[src/rtl/ws2812_led_driver_if.sv]
// Host-side write port of the WS2812 driver: one strobe writes one colour word into the LED table.
interface ws2812_led_driver_if;
  logic [7:0]  led_num;
  logic [23:0] rgb_data;
  logic        write;

  modport master (output led_num, output rgb_data, output write);
  modport slave  (input  led_num, input  rgb_data, input  write);
endinterface

[src/rtl/ws2812_led_driver.sv]
// WS2812 chain driver: keeps a colour table and refreshes the whole chain from it forever,
// with a low latch period between frames.
module ws2812_led_driver #(
  parameter int unsigned NUM_LEDS  = 8,
  parameter int unsigned T0H_CYC   = 4,
  parameter int unsigned T1H_CYC   = 8,
  parameter int unsigned BIT_CYC   = 15,
  parameter int unsigned RESET_CYC = 600
) (
  input  logic                      clk,
  input  logic                      reset,
  ws2812_led_driver_if.slave        bus,
  output logic                      data
);

  localparam int unsigned LED_W   = (NUM_LEDS > 1) ? $clog2(NUM_LEDS) : 1;
  localparam int unsigned CNT_MAX = (RESET_CYC > BIT_CYC) ? RESET_CYC : BIT_CYC;
  localparam int unsigned CNT_W   = $clog2(CNT_MAX + 1);

  typedef enum logic {LATCH, SEND} state_t;

  state_t             state, state_nxt;
  logic [CNT_W-1:0]   cnt;
  logic [LED_W-1:0]   led_idx;
  logic [4:0]         bit_idx;
  logic [23:0]        shift;
  logic [23:0]        table_q [NUM_LEDS];

  logic               wr_ok_c;
  logic               latch_done_c;
  logic               bit_end_c;
  logic               led_end_c;
  logic               frame_end_c;
  logic [CNT_W-1:0]   high_cyc_c;
  logic               data_nxt_c;
  logic [LED_W-1:0]   led_nxt_c;

  assign wr_ok_c      = bus.write && ({1'b0, bus.led_num} < 9'(NUM_LEDS));
  assign latch_done_c = (cnt == CNT_W'(RESET_CYC - 1));
  assign bit_end_c    = (cnt == CNT_W'(BIT_CYC - 1));
  assign led_end_c    = bit_end_c && (bit_idx == 5'd0);
  assign frame_end_c  = led_end_c && (led_idx == LED_W'(NUM_LEDS - 1));
  assign led_nxt_c    = led_idx + LED_W'(1);

  // State register
  always_ff @(posedge clk) begin
    if (reset) state <= LATCH;
    else       state <= state_nxt;
  end

  // Next-state logic
  always_comb begin
    state_nxt = state;
    case (state)
      LATCH:   if (latch_done_c) state_nxt = SEND;
      SEND:    if (frame_end_c)  state_nxt = LATCH;
      default: state_nxt = LATCH;
    endcase
  end

  // Output decode: pulse high for the first T0H/T1H cycles of each bit slot
  always_comb begin
    high_cyc_c = shift[23] ? CNT_W'(T1H_CYC) : CNT_W'(T0H_CYC);
    data_nxt_c = 1'b0;
    if (state == SEND) data_nxt_c = (cnt < high_cyc_c);
  end

  // Datapath: table, bit/LED sequencing and registered pin
  always_ff @(posedge clk) begin
    if (reset) begin
      cnt     <= '0;
      led_idx <= '0;
      bit_idx <= 5'd23;
      shift   <= '0;
      data    <= 1'b0;
      for (int unsigned i = 0; i < NUM_LEDS; i++) table_q[i] <= '0;
    end else begin
      data <= data_nxt_c;
      if (wr_ok_c) table_q[bus.led_num[LED_W-1:0]] <= bus.rgb_data;

      case (state)
        LATCH: begin
          if (latch_done_c) begin
            cnt     <= '0;
            led_idx <= '0;
            bit_idx <= 5'd23;
            shift   <= table_q[0];
          end else begin
            cnt <= cnt + CNT_W'(1);
          end
        end
        SEND: begin
          if (!bit_end_c) begin
            cnt <= cnt + CNT_W'(1);
          end else begin
            cnt <= '0;
            if (!led_end_c) begin
              shift   <= {shift[22:0], 1'b0};
              bit_idx <= bit_idx - 5'd1;
            end else if (!frame_end_c) begin
              // Next LED's colour is sampled here, so it starts with no gap
              led_idx <= led_nxt_c;
              bit_idx <= 5'd23;
              shift   <= table_q[led_nxt_c];
            end
          end
        end
        default: cnt <= '0;
      endcase
    end
  end

endmodule

[src/flat_wrapper.sv]
// flat-port wrapper written by rule: the top's interface ports become plain ports
module ws2812_led_driver_flat 
#(
  parameter int unsigned NUM_LEDS  = 8,
  parameter int unsigned T0H_CYC   = 4,
  parameter int unsigned T1H_CYC   = 8,
  parameter int unsigned BIT_CYC   = 15,
  parameter int unsigned RESET_CYC = 600
)
  (clk, reset, data, bus_led_num, bus_rgb_data, bus_write);
  ws2812_led_driver_if bus_i ();
  input  logic clk;
  input  logic reset;
  output logic data;
  input wire logic [$bits(bus_i.led_num)-1:0] bus_led_num;
  input wire logic [$bits(bus_i.rgb_data)-1:0] bus_rgb_data;
  input wire logic [$bits(bus_i.write)-1:0] bus_write;
  assign bus_i.led_num = bus_led_num;
  assign bus_i.rgb_data = bus_rgb_data;
  assign bus_i.write = bus_write;
  ws2812_led_driver #(.NUM_LEDS(NUM_LEDS), .T0H_CYC(T0H_CYC), .T1H_CYC(T1H_CYC), .BIT_CYC(BIT_CYC), .RESET_CYC(RESET_CYC)) u_core (.clk(clk), .reset(reset), .bus(bus_i), .data(data));
endmodule
[config.mk]
export PLATFORM = sky130hd
export DESIGN_NAME = ws2812_led_driver_flat
export DESIGN_NICKNAME = d
export VERILOG_FILES = /design/src/rtl/ws2812_led_driver_if.sv /design/src/rtl/ws2812_led_driver.sv /design/src/flat_wrapper.sv
export SDC_FILE = /design/constraint.sdc
export NUM_CORES = 1
export LEC_CHECK = 0
export BUFFER_PORTS_ARGS = -buffer_cell sky130_fd_sc_hd__buf_2
export CAP_MARGIN = 0
export CELL_PAD_IN_SITES_DETAIL_PLACEMENT = 2
export CELL_PAD_IN_SITES_GLOBAL_PLACEMENT = 2
export CORE_UTILIZATION = 38
export CTS_CLUSTER_SIZE = 30
export DETAILED_ROUTE_END_ITERATION = 8
export HOLD_SLACK_MARGIN = 0.12
export PLACE_DENSITY = 0.8
export SYNTH_ARGS = -nofsm -noshare
export SYNTH_HDL_FRONTEND = slang
export SYNTH_SLANG_ARGS = --single-unit
[constraint.sdc]
create_clock -name clk -period 6.9 [get_ports clk]
set_input_delay 2.07 -clock clk [delete_from_list [all_inputs] [get_ports clk]]
set_output_delay 2.07 -clock clk [all_outputs]
set_load 0.03 [all_outputs]
# Yosys cells after proc, flatten, opt, wreduce, memory -nomap -nowiden

Memories as Yosys holds them, arrays and structs flattened.
Index checks and enable logic that the tools add are counted.
Widths: inputs -> output; s select.

Equality and inequality tests: 8
Magnitude comparators: 2
Bitwise gates (word level): 1
Reductions and logical operators: 8
Multiplexer cells: 30
Add/subtract/negate cells: 3

Operators by type and width:

| cell                  | number |
|---|---|
| $mux 24               | 5 |
| $pmux 24 s2           | 1 |
| $reduce_or 24->1      | 1 |
| $mux 10               | 2 |
| $mux 5                | 4 |
| $pmux 10 s2           | 1 |
| $mux 3                | 5 |
| $add 10x1->10 const B | 1 |
| $eq 10x10->1 const B  | 1 |
| $eq 10x4->1 const B   | 1 |
| $lt 10x10->1          | 1 |
| $pmux 5 s2            | 1 |
| $lt 8x4->1 const B    | 1 |
| $mux 1                | 8 |
| $ne 2x2->1 const B    | 3 |
| $pmux 3 s2            | 1 |
| $logic_not 5->1       | 1 |
| $sub 5x1->5 const B   | 1 |
| $mux 4                | 1 |
| $reduce_and 4->1      | 1 |
| $add 3x1->3 const B   | 1 |
| $eq 3x3->1 const B    | 1 |
| $logic_and 1x1->1     | 3 |
| $ne 3x3->1 const B    | 1 |
| other kinds (5)       | 5 |

Input bits: 35
Register bits after elaboration: 44
RAM bits: 192
Logic and storage cells: 59
Memories: 1

Memory list:

| name           | depth | width | rd ports | clocked after memory_dff | write ports | line                    | source |
|---|---|---|---|---|---|---|---|
| u_core.table_q | 8     | 24    | 2        | 0                        | 8           | ws2812_led_driver.sv:27 | `logic [23:0] table_q [NUM_LEDS];` |

# Logic depth before layout (Yosys ltp)

Gate-level depths: netlist of the first run.

Depth in word-level cells: 7
Depth in mapped cells: 9

# Least setup slack after synthesis of the first run

OpenSTA, ideal clock, no wires.

Path type: input to register
Start point: in bus_led_num[4]
End point: mem u_core.table_q[1][0] (enable)
Arrival time: 3388 ps
Setup time: 358 ps
Slack: 3154 ps
Data required time: 6542 ps
Stages on the path: 4
Cell sequence: nor4b_1 nand3_1 nor3_1 or2_2

RTL lines:

| element     | line                    | source |
|---|---|---|
| from (decl) | flat_wrapper.sv:15      | `input wire logic [$bits(bus_i.led_num)-1:0] bus_led_num;` |
| to (decl)   | ws2812_led_driver.sv:27 |  |

==> results of run 1 <==
state kept, by name, indices dropped and copies added (netlist names):
register        flops
u_core.shift       24
u_core.bit_idx      5
u_core.state        1
u_core.data         1
u_core.cnt         10
u_core.table_q    192
u_core.led_idx      3
tightest hold or removal path, cell delays in order, from the launching register on:
cell and delay (ps):
dfxtp_1 310, inv_1 50, o21ai_0 70
stage by stage:
step / utilization / worst slack [ps] / total power [mW] / hold WS (ps)
floorplan: - / 3150 / 1.70 / 436
global placement: 0.408 / 1710 / 1.77 / 452
detailed placement: 0.408 / 1570 / 1.78 / 467
CTS: 0.444 / 2060 / 3.42 / 481
global route: 0.444 / 1740 / 3.47 / 524
finish: 0.444 / 1990 / 3.39 / 476
synth_stat cells (all sizes together), types with 9 or more instances:
master,count
and2,193
a221oi,22
nand2,9
or2,9
a222oi,22
clkbuf,31
mux2i,45
nor2,49
dfxtp,44
mux4,25
edfxtp,192
buf,21
nor2b,23
a211oi,22
layout make-up:
type	instances	area, um^2
Timing Repair Buffer	47	265
Inverter	6	22.5
Fill cell	2678	15500
Clock inverter	19	309
Sequential cell	236	6650
Clock buffer	31	701
Tap cell	378	473
Multi-Input combinational cell	494	3960
power by group:
group          internal [mW]  switching, mW
combinational         0.0373         0.0832
clock                   1.03          0.614
sequential              1.60         0.0342
total                   2.66          0.731
logic make-up (layout without fill, tap and decap cells):
logic type,count (synthesis),count (layout)
AO/OA/AOI/OAI,86,86
XOR/XNOR,8,8
adder cells (fa/ha/maj),6,6
buffers and inverters,58,103
flip-flops,236,236
multiplexers,73,73
AND/OR/NAND/NOR,321,321
per-layer routing:
metal	part of all wire	track usage	up-vias
met5	0	0	-
met4	0.026	0.0732	0
met3	0.066	0.0393	50
met2	0.45	0.352	257
met1	0.46	0.337	3702
li1	-	-	2991
final timing paths:
kind | startpoint | to | slack (ps) | depth (start not counted)
worst min-delay path | u_core.bit_idx[4] | u_core.bit_idx[4] | 480 | 2
worst min register to register | u_core.bit_idx[4] | u_core.bit_idx[4] | 480 | 2
worst max register to register | u_core.led_idx[0] | u_core.shift[23] | 3390 | 8
worst max-delay path | bus_led_num[4] | u_core.table_q[0][3] | 1990 | 5
==> impl_metrics.csv, run 1 <==
group,metric,value,unit
clock_tree,clockBufferDepth,3,
global_route,grt.overflow.total,0,
yosys,synthMuxAreaShare,0.0969,
clock_tree,clock_sinks,236,
min_path,hold_path_class,"flop to flop",
timing,setup_viol,0,
pwr,powerDensity,274,nW/um^2
global_route,track_usage,0.232,
timing,grt_setup_unrepaired,"false",
drt,drt_iter0_drc,819,
place,detailed_place.area,11400,um^2
timing,finalCritPeriodShare,0.712,
floorplanning,rows,61,
floorplanning,die_w,171,um
yosys,yosys_most_used_dff,"edfxtp_1",
clock_tree,htree_levels,1,
clock_tree,post_cts_buffers,0,
status,status,"complete, no violations",
worst_setup_path,worstPathCellList,"buf_2 > nor4b_1 > nand3b_1 > nor3_2 > or2_2",
final_layout,area_growth,14.5,%
global_route,grt_pass1_vias,7333,
pwr,ir_worst_vdd,0.169,mV
final_layout,nNetsFinal,853,
yosys,synth_top_family_by_area,"simple AND/OR/NAND/NOR gates",
yosys,synth.avg_cell_area,13.7,um^2
yosys,synth_top_area_frac,0.533,
final_layout,layoutNonFillerInstCount,1211,
final_layout,drive_above_1_share,0.194,
yosys,synth_compound_area_frac,0.0764,
clock_tree,cts_hold_buf,0,
yosys,syn-cell-area,10800,um^2
final_layout,num_antenna_cells,0,
yosys,yosys_warnings,0,
timing,fmax,204,MHz
yosys,synth_top_area_cell,"edfxtp_1",
drt,wl,32.9,mm
final_layout,design_area,12400,um^2
drt,post_drt_via_cell_ratio,5.78,
worst_setup_path,cp_top_family,"simple AND/OR/NAND/NOR gates",
timing,maxSlewViolCount,0,
drt,wire_per_inst,27.1,um
floorplanning,start_util,0.388,
worst_setup_path,end_kind,"flop",
place,port_buffers,35,
global_route,grt_pass1_wl,48.8,mm
clock_tree,post_cts_resized,0,
timing,tns,0,ps
worst_setup_path,critical_path_arrival,5100,ps
yosys,ys_ff_latch,236,
clock_tree,cts_tree,"built",
place,dp.cells,1161,
global_route,grt_max_degree,45,
timing,slew_headroom,0.251,
drt,drc,0,
yosys,synth_edf_count,192,
drt,via_count,7000,
pwr,power_leakage,4.21,nW
timing,skew,16.2,ps
worst_setup_path,cp-start-kind,"input port",
floorplanning,fp.dieArea,29100,um^2
worst_setup_path,path_class,"input port to flop",
clock_tree,root_buffer,"clkbuf_16",
yosys,ys_types,48,
yosys,synthAdderAreaFrac,0.00695,
worst_setup_path,cpPeakStageDelay,960,ps
final_layout,mostFrequentLayoutCell,"and2_1",
drt,final_antenna_net_count,0,
floorplanning,io_pins,36,
drt,firstDrtPassIters,9,
timing,layout_min_cycle_time,4910,ps
timing,tightest_slew,1120,ps
floorplanning,die_height,171,um
final_layout,mostFrequentLayoutCells,"and2_1 (193), edfxtp_1 (192), mux2i_1 (45), dfxtp_1 (44), nor2_1 (41)",
place,place_hpwl,21.9,mm
clock_tree,insertion_delay,560,ps
yosys,synthTopCellsByArea,"edfxtp_1 (53%), and2_1 (11%), dfxtp_1 (8.1%)",
worst_setup_path,required,7080,ps
timing,finalHoldViolCount,0,
clock_tree,cts.clk_slew.worst_paths,60,ps
clock_tree,cts_buffers,27,
yosys,synthSimpleGateAreaFrac,0.175,
global_route,antenna_found_initial,1,
floorplanning,fp.coreArea,27900,um^2
place,place_congestion,0.769,
yosys,synth_xor_area_frac,0.00648,
yosys,syn_nets,829,
yosys,async_flop_share,0,
worst_setup_path,crit_buf_inv,1,
worst_setup_path,crit_path_top_delay_cell,"nor3_2",
worst_setup_path,cp_max_fo,25,
flow_run,drv_cap,0,
yosys,ys_seq_area_frac,0.615,
yosys,syn_inst,788,
Note: power is estimated with default switching activity, not from simulation.
==> run 2, diff against run 1 <==
--- a/config.mk
+++ b/config.mk
@@ -13,7 +13,7 @@
 export CTS_CLUSTER_SIZE = 30
 export DETAILED_ROUTE_END_ITERATION = 8
 export HOLD_SLACK_MARGIN = 0.12
-export PLACE_DENSITY = 0.8
+export PLACE_DENSITY = 0.83
 export SYNTH_ARGS = -nofsm -noshare
 export SYNTH_HDL_FRONTEND = slang
 export SYNTH_SLANG_ARGS = --single-unit
==> constraint.sdc (replaced) <==
create_clock -name clk -period 4 [get_ports clk]
set_input_delay 1.2 -clock clk [delete_from_list [all_inputs] [get_ports clk]]
set_output_delay 1.2 -clock clk [all_outputs]
set_load 0.03 [all_outputs]
==> run 2 against run 1 <==
Net effect:
- combinational power grew 72%
- clock-buffer cell count grew 10
- power increased by 63%
- sequential cell count unchanged
- sequential share of layout area decreased by 0.13 points
- wire length up 1.7%
- register-to-register slack worse by 2600 ps
- core utilization up 0.11 points
- largest cell class unchanged
- largest power group is now sequential cells
==> impl_metrics.csv, run 2 (same netlist as run 1, synthesis figures left out) <==
group,metric,value,unit
clock_tree,clock_sinks,236,
worst_setup_path,end_kind,"flop",
clock_tree,insertion_delay,540,ps
drt,post_drt_via_cell_ratio,5.68,
global_route,grt_busiest_layer,"met2",
min_path,holdPathStages,1,
worst_setup_path,r2r_cells,8,
global_route,grtUsageMet3,0.0315,
clock_tree,root_buffer,"clkbuf_16",
worst_setup_path,cpPeakStageDelay,620,ps
final_layout,multi_input_area,3960,um^2
timing,finalHoldViolCount,0,
clock_tree,htree_levels,1,
clock_tree,post_cts_resized,0,
global_route,grt.overflow.total,0,
worst_setup_path,cp-start-kind,"flop",
pwr,switchingPower,1.19,mW
place,dp.cells,1176,
timing,tightest_slew,1190,ps
final_layout,largest_register,"u_core.table_q",
pwr,combinationalPowerShare,0.037,
final_layout,seq_area,6650,um^2
place,place_hpwl,20.5,mm
final_layout,drive_above_1_share,0.202,
global_route,track_usage,0.237,
global_route,use_met1,0.281,
worst_setup_path,required,4390,ps
pwr,ir_worst_vdd,0.314,mV
floorplanning,rows,61,
status,status,"complete, no violations",
final_layout,layoutNonFillerInstCount,1226,
pwr,p_clk_frac,0.456,
pwr,internal-power,4.34,mW
final_layout,num_antenna_cells,0,
final_layout,area_growth,14.8,%
pwr,power,5.53,mW
drt,wl,33.4,mm
min_path,hold_path_class,"flop to flop",
floorplanning,fp.coreArea,27900,um^2
floorplanning,die_w,171,um
timing,maxSlewViolCount,0,
pwr,power_leakage,4.24,nW
final_layout,fillers,2704,
clock_tree,cts_tree,"built",
clock_tree,post_cts_buffers,0,
final_layout,largest_reg_flops,192,
floorplanning,start_util,0.388,
worst_setup_path,r2r_slack,750,ps
min_path,hold_path_end,"u_core.led_idx[1]",
clock_tree,cts_hold_buf,0,
floorplanning,die_height,171,um
drt,final_antenna_net_count,0,
global_route,antenna_found_initial,0,
timing,layout_min_cycle_time,3250,ps
place,place_congestion,0.748,
final_layout,mostFrequentLayoutCells,"and2_1 (193), edfxtp_1 (192), mux2i_1 (45), dfxtp_1 (44), nor2_1 (41)",
final_layout,mostFrequentLayoutCell,"and2_1",
timing,fmax,308,MHz
global_route,grt_pass1_wl,50.3,mm
floorplanning,io_pins,36,
clock_tree,clockBufferDepth,3,
flow_run,drv_cap,0,
timing,setup_viol,0,
timing,grt_setup_unrepaired,"false",
worst_setup_path,worstPathCellList,"inv_1 > ha_1 > or4b_1 > nor4_1 > nor2_2 > buf_4 > a222oi_1 > a211oi_2",
timing,tns,0,ps
global_route,grt_util_met2,0.434,
drt,wire_per_inst,27.3,um
worst_setup_path,critical_path_arrival,3640,ps
final_layout,final_util,0.445,
global_route,grt_max_degree,35,
global_route,grt_pass1_vias,8001,
final_layout,reg_top3,"u_core.table_q x192, u_core.shift x24, u_core.cnt x10",
pwr,seqPwrFrac,0.506,
timing,finalCritPeriodShare,0.811,
timing,skew,14.7,ps
drt,via_count,6965,
drt,drc,0,
pwr,powerDensity,445,nW/um^2
final_layout,nNetsFinal,868,
worst_setup_path,cp_max_fo,13,
worst_setup_path,reg2reg_to,"u_core.shift[3]",
place,port_buffers,35,
worst_setup_path,worstReg2RegStart,"u_core.bit_idx[0]",
floorplanning,fp.dieArea,29100,um^2
worst_setup_path,path_class,"flop to flop",
clock_tree,cts_buffers,27,
drt,firstDrtPassIters,8,
pwr,swShare,0.215,
timing,slew_headroom,0.204,
worst_setup_path,crit_path_top_delay_cell,"nor4_1",
clock_tree,cts.clk_slew.worst_paths,60,ps
drt,drt_iter0_drc,482,
min_path,hp-start,"u_core.led_idx[1]",
run 2: cell count changes in the layout (fill, tap and decap cells not counted), moves of 3 or more:
cell and delta:
buf_12 +3, buf_4 +12, bufinv_16 -5, clkbuf_1 +7
clkbuf_8 +3, clkinv_2 -3
run 2: final cells by class:
type	count	area share
clock buffers	41	0.0619
repair buffers	62	0.0335
clock inverters	9	0.00978
well taps	378	0.0381
flip-flops and latches	236	0.536
inverters	6	0.00182
multi-input cells	494	0.319
run 2: worst max path at each step:
| stage | endpoint | startpoint |
|---|---|---|
| 3_5_place_dp | u_core.table_q[1][16] | bus_led_num[4] |
| 5_1_grt | u_core.shift[3] | u_core.bit_idx[0] |
| 2_1_floorplan | u_core.table_q[1][0] | bus_led_num[4] |
| 4_1_cts | u_core.shift[3] | u_core.bit_idx[0] |
| 6_report | u_core.shift[3] | u_core.bit_idx[0] |
| 3_3_place_gp | u_core.table_q[1][11] | bus_led_num[7] |
run 2: metrics by stage:
| stage | worst slack [ps] | cell area (um^2) | hold slack, ps |
|---|---|---|---|
| after floorplan | 1120 | 10800 | 436 |
| after global placement | 847 | 11500 | 448 |
| after detailed placement | 660 | 11500 | 474 |
| after CTS | 860 | 12400 | 495 |
| after global routing | 775 | 12400 | 527 |
| final | 754 | 12400 | 492 |
run 2: worst max-delay path, delay by kind of cell, from the launching register on:
| kind | cells | cell delay [ps] |
|---|---|---|
| AOI/OAI and AO/OA | 2 | 570 |
| DFF | 1 | 360 |
| and+or+nand+nor | 3 | 1530 |
| adders and majority gates | 1 | 200 |
| buffers and inverters | 2 | 430 |
run 2: metal layers:
layer,up-vias,wire length [um]
met5,-,0
met4,0,936
met3,62,1550
met2,218,17700
met1,3660,13200
li1,3025,-
run 2: power groups by stage:
stage               logic, mW  clock network (mW)  registers, mW
floorplan               0.103                   0           2.82
detailed placement      0.207                   0           2.85
CTS                     0.210                2.57           2.80
finish                  0.207                2.52           2.80
global placement        0.193                   0           2.84
global route            0.220                2.64           2.81
==> run 3, diff against run 2 <==
--- a/config.mk
+++ b/config.mk
@@ -13,7 +13,7 @@
 export CTS_CLUSTER_SIZE = 30
 export DETAILED_ROUTE_END_ITERATION = 8
 export HOLD_SLACK_MARGIN = 0.12
-export PLACE_DENSITY = 0.83
+export PLACE_DENSITY = 0.8
 export SYNTH_ARGS = -nofsm -noshare
 export SYNTH_HDL_FRONTEND = slang
 export SYNTH_SLANG_ARGS = --single-unit
==> constraint.sdc (replaced) <==
create_clock -name clk -period 3.3 [get_ports clk]
set_input_delay 0.99 -clock clk [delete_from_list [all_inputs] [get_ports clk]]
set_output_delay 0.99 -clock clk [all_outputs]
set_load 0.03 [all_outputs]
==> run 3 against run 2 <==
Net effect:
- register-to-register slack lost 280 ps
- maximum frequency grew 15%
- core utilization is 0.37 points higher
- global-route usage decreased by 0.77 points
- clock-buffer cell count is 7 lower
- power increased by 18%
- first-iteration DRC count increased by 17%
- clock power rose by 15%
- design area increased by 0.83%
- setup slack got worse by 280 ps
- critical path depth unchanged
- critical endpoint is now u_core.shift[22]
- largest cell class unchanged
==> impl_metrics.csv, run 3 (same netlist as run 1, synthesis figures left out) <==
group,metric,value,unit
place,port_buffers,35,
drt,post_drt_via_cell_ratio,5.60,
timing,finalCritPeriodShare,0.856,
min_path,hold_path_class,"flop to flop",
timing,tns,0,ps
timing,whs,489,ps
min_path,hold_path_end,"u_core.bit_idx[4]",
final_layout,largest_register,"u_core.table_q",
drt,via_count,6912,
timing,slew_headroom,0.553,
worst_setup_path,worstReg2RegStart,"u_core.bit_idx[0]",
worst_setup_path,reg2reg_to,"u_core.shift[22]",
global_route,grt_max_degree,42,
final_layout,drive_above_1_share,0.209,
pwr,switchingPower,1.43,mW
final_layout,reg_top3,"u_core.table_q x192, u_core.shift x24, u_core.cnt x10",
worst_setup_path,cp_max_fo,9,
pwr,seqPwrFrac,0.518,
worst_setup_path,crit_start,"u_core.bit_idx[0]",
final_layout,nNetsFinal,877,
drt,drc,0,
worst_setup_path,path_class,"flop to flop",
clock_tree,root_buffer,"clkbuf_16",
floorplanning,start_util,0.388,
clock_tree,clock_sinks,236,
final_layout,num_antenna_cells,0,
pwr,internal-power,5.12,mW
timing,skew,28.5,ps
final_layout,mostFrequentLayoutCell,"and2_1",
clock_tree,cts_hold_buf,0,
timing,finalHoldViolCount,0,
pwr,p_clk_frac,0.442,
clock_tree,post_cts_resized,0,
drt,final_antenna_net_count,0,
worst_setup_path,end_kind,"flop",
global_route,track_usage,0.229,
global_route,grt_pass1_wl,48.6,mm
pwr,ir_worst_vdd,0.402,mV
final_layout,area_growth,15.7,%
worst_setup_path,cp-start-kind,"flop",
clock_tree,clockBufferDepth,3,
floorplanning,io_pins,36,
drt,drt_iter0_drc,563,
timing,layout_min_cycle_time,2820,ps
drt,wl,32.3,mm
drt,firstDrtPassIters,7,
timing,grt_setup_unrepaired,"false",
pwr,power_leakage,4.30,nW
global_route,grt.overflow.total,0,
global_route,antenna_found_initial,0,
timing,tightest_slew,671,ps
clock_tree,cts_tree,"built",
final_layout,largest_reg_flops,192,
final_layout,mostFrequentLayoutCells,"and2_1 (193), edfxtp_1 (192), mux2i_1 (45), dfxtp_1 (44), nor2_1 (41)",
clock_tree,htree_levels,1,
flow_run,drv_cap,0,
place,place_congestion,0.786,
drt,wire_per_inst,26.2,um
floorplanning,fp.dieArea,29100,um^2
global_route,grt_pass1_vias,7706,
worst_setup_path,r2r_slack,480,ps
floorplanning,die_height,171,um
clock_tree,cts_buffers,26,
timing,setup_viol,0,
worst_setup_path,required,3680,ps
pwr,powerDensity,523,nW/um^2
pwr,combinationalPowerShare,0.041,
place,place_hpwl,21.4,mm
clock_tree,post_cts_buffers,0,
pwr,swShare,0.218,
min_path,holdPathStages,2,
worst_setup_path,critical_path_arrival,3200,ps
clock_tree,insertion_delay,550,ps
status,status,"complete, no violations",
timing,maxSlewViolCount,0,
min_path,hp-start,"u_core.bit_idx[4]",
floorplanning,die_w,171,um
timing,fmax,354,MHz
worst_setup_path,r2r_cells,8,
floorplanning,rows,61,
clock_tree,cts.clk_slew.worst_paths,60,ps
floorplanning,fp.coreArea,27900,um^2
==> run 3: cell count changes in the layout (fill, tap and decap cells not counted), sizes merged <==
cell    delta
buf       +10
clkbuf     -7
clkinv     +7
bufinv     -1
inv        -1
==> run 3: worst max-delay path, stage by stage, from the launching register on <==
cell and delay [ps]:
dfxtp_1 350, inv_1 70, ha_1 190, or4b_1 550, nor4_1 380, nor2_2 200
buf_4 240, a222oi_1 540, a211oi_2 160
==> run 3: worst max-delay path by stage <==
stage	endpoint	slack (ps)	cells after the start
floorplan	u_core.table_q[1][0]	630	4
CTS	u_core.shift[22]	470	8
global placement	u_core.table_q[1][10]	500	7
detailed placement	u_core.table_q[1][12]	380	6
global route	u_core.shift[22]	260	8
finish	u_core.shift[22]	480	8
==> run 3: power groups by stage <==
stage               combinational, mW  sequential [mW]  clock [mW]
global placement                0.256             3.44           0
CTS                             0.271             3.39        2.94
global route                    0.282             3.40        3.03
detailed placement              0.269             3.45           0
finish                          0.266             3.39        2.89
floorplan                       0.124             3.42           0
==> run 3: through the flow <==
stage	total power [mW]	utilization	cell area (um^2)	worst slack (ps)	instances
2_1_floorplan	3.55	-	10800	634	788
6_report	6.54	0.449	12500	475	1234
5_1_grt	6.71	0.449	12500	263	1234
4_1_cts	6.60	0.449	12500	471	1234
3_3_place_gp	3.69	0.419	11700	496	1186
3_5_place_dp	3.72	0.419	11700	382	1186
==> run 3: final cells by class <==
cell class	instances	area (um^2)
Sequential cell	236	6650
Timing Repair Buffer	72	566
Tap cell	378	473
Clock buffer	34	721
Clock inverter	14	121
Fill cell	2704	15400
Multi-Input combinational cell	494	3960
Inverter	6	22.5
==> run 3: metal layers <==
metal	vias to the layer above	wire [um]	GRT usage
met5	-	0	0
met4	0	1080	0.0783
met3	59	1180	0.0280
li1	3043	-	-
met1	3628	12900	0.274
met2	182	17200	0.421
